--- src/rtl/ddr_ex_pkg.sv ---
// Shared types and default constants for the DDR example pattern controller.
package ddr_ex_pkg;

    typedef enum logic [2:0] {
        StIdle,
        StWrite,
        StRead,
        StDrain,
        StFinish
    } state_e;

    localparam int unsigned DefaultSeed     = 32;
    localparam int unsigned DefaultNumWords = 16;

endpackage

--- src/rtl/nios_ddr_sdram_ex_lfsr8.sv ---
// 8-bit LFSR (x^8+x^4+x^3+x^2+1); held at SEED while enable is low, steps when pause is low.
module nios_ddr_sdram_ex_lfsr8 #(
    parameter int unsigned SEED = 32
) (
    input  logic       clk,
    input  logic       reset_n,
    input  logic       enable,
    input  logic       pause,
    input  logic       load,
    input  logic [7:0] ldata,
    output logic [7:0] data
);

    localparam logic [7:0] SeedByte = 8'(SEED);

    logic [7:0] data_q;

    always_ff @(posedge clk or negedge reset_n) begin
        if (!reset_n) begin
            data_q <= SeedByte;
        end else if (!enable) begin
            data_q <= SeedByte;
        end else if (load) begin
            data_q <= ldata;
        end else if (!pause) begin
            data_q <= {data_q[6:4], data_q[3:1] ^ {3{data_q[7]}}, data_q[0], data_q[7]};
        end
    end

    assign data = data_q;

endmodule

--- src/rtl/ddr_ex_pattern_ctrl.sv ---
// Memory pattern tester: writes an LFSR sequence over NUM_WORDS words, reads it back and
// counts mismatches against a second LFSR running in lock-step with returned data.
module ddr_ex_pattern_ctrl
    import ddr_ex_pkg::*;
#(
    parameter int unsigned AW        = 8,
    parameter int unsigned NUM_WORDS = DefaultNumWords,
    parameter int unsigned SEED      = DefaultSeed
) (
    input  logic          clk,
    input  logic          reset_n,
    input  logic          start,
    input  logic [AW-1:0] base_addr,
    output logic [AW-1:0] m_address,
    output logic          m_write,
    output logic [7:0]    m_writedata,
    output logic          m_read,
    input  logic          m_waitrequest,
    input  logic [7:0]    m_readdata,
    input  logic          m_readdatavalid,
    output logic          busy,
    output logic          done,
    output logic          pass,
    output logic [7:0]    err_count,
    output logic [AW-1:0] first_err_addr
);

    // One extra bit so a full 2^AW pass can be counted.
    localparam int unsigned CW = AW + 1;
    localparam logic [CW-1:0] LastIdx   = CW'(NUM_WORDS - 1);
    localparam logic [CW-1:0] NumWordsC = CW'(NUM_WORDS);

    state_e        state_q, state_d;
    logic [AW-1:0] base_q, base_d;
    logic [CW-1:0] idx_q, idx_d;
    logic [CW-1:0] ret_q, ret_d;
    logic [7:0]    err_count_q, err_count_d;
    logic [AW-1:0] first_err_q, first_err_d;
    logic          pass_q, pass_d;

    logic [7:0] gen_data;
    logic [7:0] chk_data;
    logic       lfsr_en;
    logic       wr_acc;
    logic       rd_acc;
    logic       rdv_acc;
    logic       mismatch;

    assign lfsr_en  = (state_q != StIdle);
    assign wr_acc   = (state_q == StWrite) && !m_waitrequest;
    assign rd_acc   = (state_q == StRead) && !m_waitrequest;
    assign rdv_acc  = m_readdatavalid && ((state_q == StRead) || (state_q == StDrain));
    assign mismatch = rdv_acc && (m_readdata != chk_data);

    nios_ddr_sdram_ex_lfsr8 #(
        .SEED (SEED)
    ) u_gen (
        .clk     (clk),
        .reset_n (reset_n),
        .enable  (lfsr_en),
        .pause   (!wr_acc),
        .load    (1'b0),
        .ldata   (8'h00),
        .data    (gen_data)
    );

    nios_ddr_sdram_ex_lfsr8 #(
        .SEED (SEED)
    ) u_chk (
        .clk     (clk),
        .reset_n (reset_n),
        .enable  (lfsr_en),
        .pause   (!rdv_acc),
        .load    (1'b0),
        .ldata   (8'h00),
        .data    (chk_data)
    );

    always_comb begin
        state_d     = state_q;
        base_d      = base_q;
        idx_d       = idx_q;
        ret_d       = ret_q;
        err_count_d = err_count_q;
        first_err_d = first_err_q;
        pass_d      = pass_q;

        if (rdv_acc) begin
            ret_d = ret_q + CW'(1);
            if (mismatch) begin
                if (err_count_q != 8'hFF) begin
                    err_count_d = err_count_q + 8'd1;
                end
                if (err_count_q == 8'd0) begin
                    first_err_d = base_q + ret_q[AW-1:0];
                end
            end
        end

        case (state_q)
            StIdle: begin
                if (start) begin
                    state_d     = StWrite;
                    base_d      = base_addr;
                    idx_d       = '0;
                    ret_d       = '0;
                    err_count_d = '0;
                end
            end
            StWrite: begin
                if (wr_acc) begin
                    if (idx_q == LastIdx) begin
                        idx_d   = '0;
                        state_d = StRead;
                    end else begin
                        idx_d = idx_q + CW'(1);
                    end
                end
            end
            StRead: begin
                if (rd_acc) begin
                    if (idx_q == LastIdx) begin
                        idx_d   = '0;
                        state_d = StDrain;
                    end else begin
                        idx_d = idx_q + CW'(1);
                    end
                end
            end
            StDrain: begin
                if (ret_d == NumWordsC) begin
                    state_d = StFinish;
                end
            end
            StFinish: begin
                // err_count_q already includes a mismatch on the last returned word.
                pass_d  = (err_count_q == 8'd0);
                state_d = StIdle;
            end
            default: state_d = StIdle;
        endcase
    end

    always_ff @(posedge clk or negedge reset_n) begin
        if (!reset_n) begin
            state_q     <= StIdle;
            base_q      <= '0;
            idx_q       <= '0;
            ret_q       <= '0;
            err_count_q <= '0;
            first_err_q <= '0;
            pass_q      <= 1'b0;
        end else begin
            state_q     <= state_d;
            base_q      <= base_d;
            idx_q       <= idx_d;
            ret_q       <= ret_d;
            err_count_q <= err_count_d;
            first_err_q <= first_err_d;
            pass_q      <= pass_d;
        end
    end

    // Address and data only move on accept, so both stay stable under waitrequest.
    assign m_address      = base_q + idx_q[AW-1:0];
    assign m_writedata    = gen_data;
    assign m_write        = (state_q == StWrite);
    assign m_read         = (state_q == StRead);
    assign busy           = (state_q != StIdle);
    assign done           = (state_q == StFinish);
    assign pass           = pass_q;
    assign err_count      = err_count_q;
    assign first_err_addr = first_err_q;

endmodule

--- config.mk ---
export PLATFORM = sky130hd
export DESIGN_NAME = ddr_ex_pattern_ctrl
export DESIGN_NICKNAME = d
export VERILOG_FILES = /design/src/rtl/ddr_ex_pkg.sv /design/src/rtl/nios_ddr_sdram_ex_lfsr8.sv /design/src/rtl/ddr_ex_pattern_ctrl.sv
export SDC_FILE = /design/constraint.sdc
export NUM_CORES = 1
export LEC_CHECK = 0
export CAP_MARGIN = 10
export CORE_MARGIN = 5
export CORE_UTILIZATION = 38
export CTS_CLUSTER_DIAMETER = 30
export CTS_CLUSTER_SIZE = 10
export DETAILED_ROUTE_END_ITERATION = 7
export GPL_ROUTABILITY_DRIVEN = 1
export PLACE_DENSITY = 0.62
export SLEW_MARGIN = 10
export SYNTH_ARGS = -nofsm -noshare
export SYNTH_HDL_FRONTEND = slang
export SYNTH_SLANG_ARGS = --single-unit
--- constraint.sdc ---
create_clock -name clk -period 2.4 [get_ports clk]
set_clock_uncertainty 0.05 [all_clocks]
set_input_delay 0.24 -clock clk [delete_from_list [all_inputs] [get_ports clk]]
set_output_delay 0.24 -clock clk [all_outputs]
set_load 0.1 [all_outputs]
-- After elaboration in Yosys (flattened, before gate mapping)
Cells that the tools add are included.
- word-level logic and storage cells: 70
- register bits after elaboration: 62
- bitwise logic cells: 2
- reductions and logical operators: 14
- add/sub/neg operators: 5
- mux-type cells: 24
- eq/ne operators: 16
- operator list (operator ; count):
    $mux W8 ; 9
    $mux W9 ; 7
    $pmux W9 S3 ; 1
    $add A9 B1 Y9 const B ; 2
    $mux W3 ; 6
    $add A8 B8 Y8 ; 2
    $pmux W3 S4 ; 1
    $ne A2 B1 Y1 const B ; 5
    $eq A9 B4 Y1 const B ; 1
    $eq A9 B5 Y1 const B ; 1
    $add A8 B1 Y8 const B ; 1
    $logic_not A8 Y1 ; 1
    $ne A8 B8 Y1 ; 1
    $ne A8 B8 Y1 const B ; 1
    $eq A3 B2 Y1 const B ; 2
    $ne A2 B2 Y1 const B ; 3
    $reduce_and A6 Y1 ; 1
    $reduce_bool A3 Y1 ; 2
    $xor A3 B3 Y3 ; 2
    $logic_and A1 B1 Y1 ; 4
    $reduce_and A4 Y1 ; 1
    $eq A3 B1 Y1 const B ; 1
    $eq A3 B3 Y1 const B ; 1
    $logic_not A3 Y1 ; 1
    other kinds (4) ; 4

-- Longest topological paths before layout
- word-level depth: 8
- gate-level depth with buffers: 8
- mapped depth without buffers: 8

-- Hierarchy
From an unflattened synthesis, not the netlist that was laid out.
- cell total of the unflattened synthesis: 415
- area total of the unflattened synthesis: 3983.8 um^2
- modules (own cells, without submodules) (module ; cells an instance ; seq. area each (um^2) ; area each (um^2) ; times used):
    ddr_ex_pattern_ctrl ; 335 ; 1151.1 ; 2997.9 ; 1
    nios_ddr_sdram_ex_lfsr8 ; 40 ; 201.4 ; 493.0 ; 2

-- Least setup slack after synthesis
No wires, ideal clock.
- kind: flip-flop to flip-flop
- start point: reg state_q[0]
- end point: reg idx_q[7]
- path buffers: 2
- stages on the path, launching flop included: 8
- path slack: -1924 ps
- setup time: 76 ps
- data arrival time: 4198 ps
- clock period less this slack: 4324 ps
- data required time: 2274 ps
- path through: dfrtp_1 -> buf_6 -> nor3b_1 -> a21oi_1 -> or3_1 -> buf_2 -> or3_1 -> o21ai_1
- word-level cells in the longest chain between the ends: 4
- elaborated cells between the ends (all ways): 11
- classes of those cells: eq/ne: 5; mux: 1; reduce/logical: 5
- RTL lines (item ; line ; text):
    start, declared ; ddr_ex_pattern_ctrl.sv:33 ; state_e state_q, state_d;
    start signal, assigned ; ddr_ex_pattern_ctrl.sv:146 ; state_q <= StIdle;
    start signal, assigned ; ddr_ex_pattern_ctrl.sv:154 ; state_q <= state_d;
    $eq A3 B2 Y1 (*) ; n/a ;
    via m_read ; ddr_ex_pattern_ctrl.sv:17 ; output logic m_read,
    $logic_and A1 B1 Y1 ; ddr_ex_pattern_ctrl.sv:51 ; assign rd_acc = (state_q == StRead) && !m_waitrequest;
    $ne A2 B1 Y1 (no source line) ; n/a ;
    $reduce_and A4 Y1 (no source line) ; n/a ;
    end signal, assigned ; ddr_ex_pattern_ctrl.sv:156 ; idx_q <= idx_d;
    end, declared ; ddr_ex_pattern_ctrl.sv:35 ; logic [CW-1:0] idx_q, idx_d;
The timed path passes the listed nets; every way through them passes the cells marked *.
A chain may end at the register's enable or synchronous reset.

-- Worst setup path after layout
- start point: reg base_q[1]
- end point: out m_address[7]
- word-level cells in the longest chain between the ends: 1
- RTL lines (item ; line ; text):
    start, declared ; ddr_ex_pattern_ctrl.sv:34 ; logic [AW-1:0] base_q, base_d;
    start signal, assigned ; ddr_ex_pattern_ctrl.sv:155 ; base_q <= base_d;
    $add A8 B8 Y8 ; ddr_ex_pattern_ctrl.sv:165 ; assign m_address = base_q + idx_q[AW-1:0];
    end, declared ; ddr_ex_pattern_ctrl.sv:14 ; output logic [AW-1:0] m_address,
Every way passes these cells.

==> reports/qor.yml <==
ys_async_sr_fraction_pct: 100
portBuffers: 57
die_x_um: 109
place.gp.congestion: 0.788
r2r_start: "base_q[0]"
first_global_vias: 3140
critPathSlowestCell: "dfrtp_1"
ioPinCount: 58
clkTransAtPathRegs_ns: 0.08
syn_to_final_growth_pct: 33.9
fp.dieArea_mm2: 0.0118
num_antenna_cells: 0
layout_setup_ws_ns: -0.178
synth.top_cell.area_share_pct: 40.5
rsz0062_at_grt: "yes"
hp-class: "input port to async pin"
final.period_utilization_pct: 107
drt_iter0_drc: 124
cts_buffers: 9
startpoint_type: "flip-flop"
cts_tree: "yes"
endpoint_kind: "primary output"
wl_per_cell_um: 14.1
seq_area_frac_synth_pct: 41.9
synth-edff-count: 0
yosys.area_share.simple_pct: 23.1
final_util_pct: 51.5
dieHeight_um: 109
cp_num_buf_inv: 2
final_cells: 624
nNetsFinal: 527
synth-adder-area-share_pct: 7.16
hold_viol_final: 0
setup_viol: 3
post-place-cells: 604
violations: "setup timing"
cap_viol_max_count: 0
grt_pass1_wl_um: 15000
wl_um: 8790
antenna_found_initial: 0
dp_hpwl_um: 6640
cts-root-buf: "clkbuf_8"
status: "finished, violations left"
clock_latency_ns: 0.34
ctsLongestPathBuffers: 2
synth_top_family_by_area: "simple AND/OR/NAND/NOR gates"
max_slew_margin_pct: 64.7
cpLargestDelayFamily: "compound AO/OA/AOI/OAI gates"
route.detailed.drc: 0
layout-drive-gt1-share_pct: 24.2
syn_area_mm2: 0.00370
ys_ff_latch: 62
yosys_warnings: 0
syn_nets: 446
synth_flop_cell: "dfrtp_1"
viasPerCell: 5.08
slew_viol_final: 0
yosys-top-cells-area: "dfrtp_1 (41%), ha_1 (6.1%), nand2_1 (6.1%)"
dr.pass1.iters: 4
crit_start: "base_q[1]"
num_rows: 36
synth-xor-area-share_pct: 8.98
placeableCoreArea_mm2: 0.00964
fmax_mhz: 388
dpl_cell_area_mm2: 0.00466
critPathKind: "flip-flop to primary output"
crit_fanout: 3
grt-ovfl-total: 0
stdcell_area_mm2: 0.00496
synthTopCellsByCount: "dfrtp_1 (60), nand2_1 (60), nor2_1 (32)"
initial_core_util_pct: 38.4
gr-usage-all-layers_pct: 16.0
vias: 3172
worst_pin_slew_ns: 0.529
synth_top_cell_by_area: "dfrtp_1"
crit_required_ns: 2.11
syn_inst: 405
finalCriticalPeriod_ns: 2.58
synth-compound-area-share_pct: 11.6
synth_area_per_cell_um2: 9.15
final_antenna_net_count: 0
synth_mux_area_share_pct: 3.68
synth_cell_types: 54
cts_sinks: 62
path_cells: "ha_1 > a21o_1 > a211oi_2 > nor2_2 > o41ai_2 > buf_4 > xnor2_2 > buf_12"
grt_start_max_net_pins: 45
critPathMaxStageDelay_ns: 0.40
crit_arrival_ns: 2.29
htree_levels: 3
==> flip-flops by register name, indices dropped and copies added (netlist names) <==
| signal | flops |
|---|---|
| idx_q | 9 |
| ret_q | 9 |
| base_q | 8 |
| err_count | 8 |
| first_err_addr | 8 |
| u_chk.data | 8 |
| u_gen.data | 8 |
| state_q | 3 |
| pass | 1 |
==> kinds of logic (layout without fill, tap and decap cells) <==
| family | Yosys count | in the layout |
|---|---|---|
| adder cells (fa/ha/maj) | 20 | 20 |
| buffers and inverters | 32 | 118 |
| multiplexers | 13 | 13 |
| flip-flops | 62 | 62 |
| AND/OR/NAND/NOR | 172 | 172 |
| AO/OA/AOI/OAI | 68 | 68 |
| XOR/XNOR | 38 | 38 |
==> layout make-up <==
class                      count  area (µm²)
multi-input combinational    311        2120
inverter                      17        63.8
sequential                    62        1560
tap                          133         166
fill                         961        4680
timing repair buffer          85         823
clock buffer                   9         124
clock inverter                 7        98.8
==> cells in the final DEF, fill, tap and decap left out, drive strengths merged, types with 5 or more instances in the layout <==
cell type	instances
a21oi	14
and3	9
buf	65
clkbuf	9
clkdlybuf4s50	19
dfrtp	60
ha	18
inv	17
mux2	5
mux2i	8
nand2	60
nand2b	5
nand3	12
nand4	6
nor2	32
nor2b	5
nor3	13
o21ai	27
xnor2	24
xor2	14
==> final timing paths <==
kind / to / slack (ns) / cells past startpoint
min in group clk: base_q[3] / 0.39 / 3
min: ret_q[6] / 0.35 / 2
max: m_address[7] / -0.18 / 8
max reg2reg: first_err_addr[6] / 0.20 / 9
min reg2reg: u_gen.data[6] / 0.45 / 2
max in group asynchronous: u_gen.data[5] / 1.29 / 3
==> stage by stage <==
| stage | hold WS [ns] | setup TNS, ns | setup WS [ns] |
|---|---|---|---|
| 2_1_floorplan | -0.106 | -0.279 | -0.143 |
| 3_3_place_gp | 0.178 | 0 | 0.103 |
| 3_5_place_dp | 0.179 | 0 | 0.0629 |
| 4_1_cts | 0.352 | -0.292 | -0.154 |
| 5_1_grt | 0.366 | -0.578 | -0.286 |
| 6_report | 0.354 | -0.249 | -0.178 |
==> routing by layer <==
layer  GRT usage [%]  vias up  part of all wire (%)
met4            5.86        0                   1.4
met3            4.44       10                   5.8
met5               0        -                     0
met1            21.4     1505                    47
li1                -     1573                     -
met2            24.7       84                    46
==> what timing repair did <==
item | CTS | global route
hold endpoints to repair | 18 | 0
endpoints found under the setup margin | 4 | 4
gates resized for setup | 10 | 5
pin swaps | 1 | 0
hold buffers | 1 | 0
setup buffers | 3 | 1
Power is not shown: default switching activity piles up to over one toggle a cycle in this logic, so the estimate is an artifact.
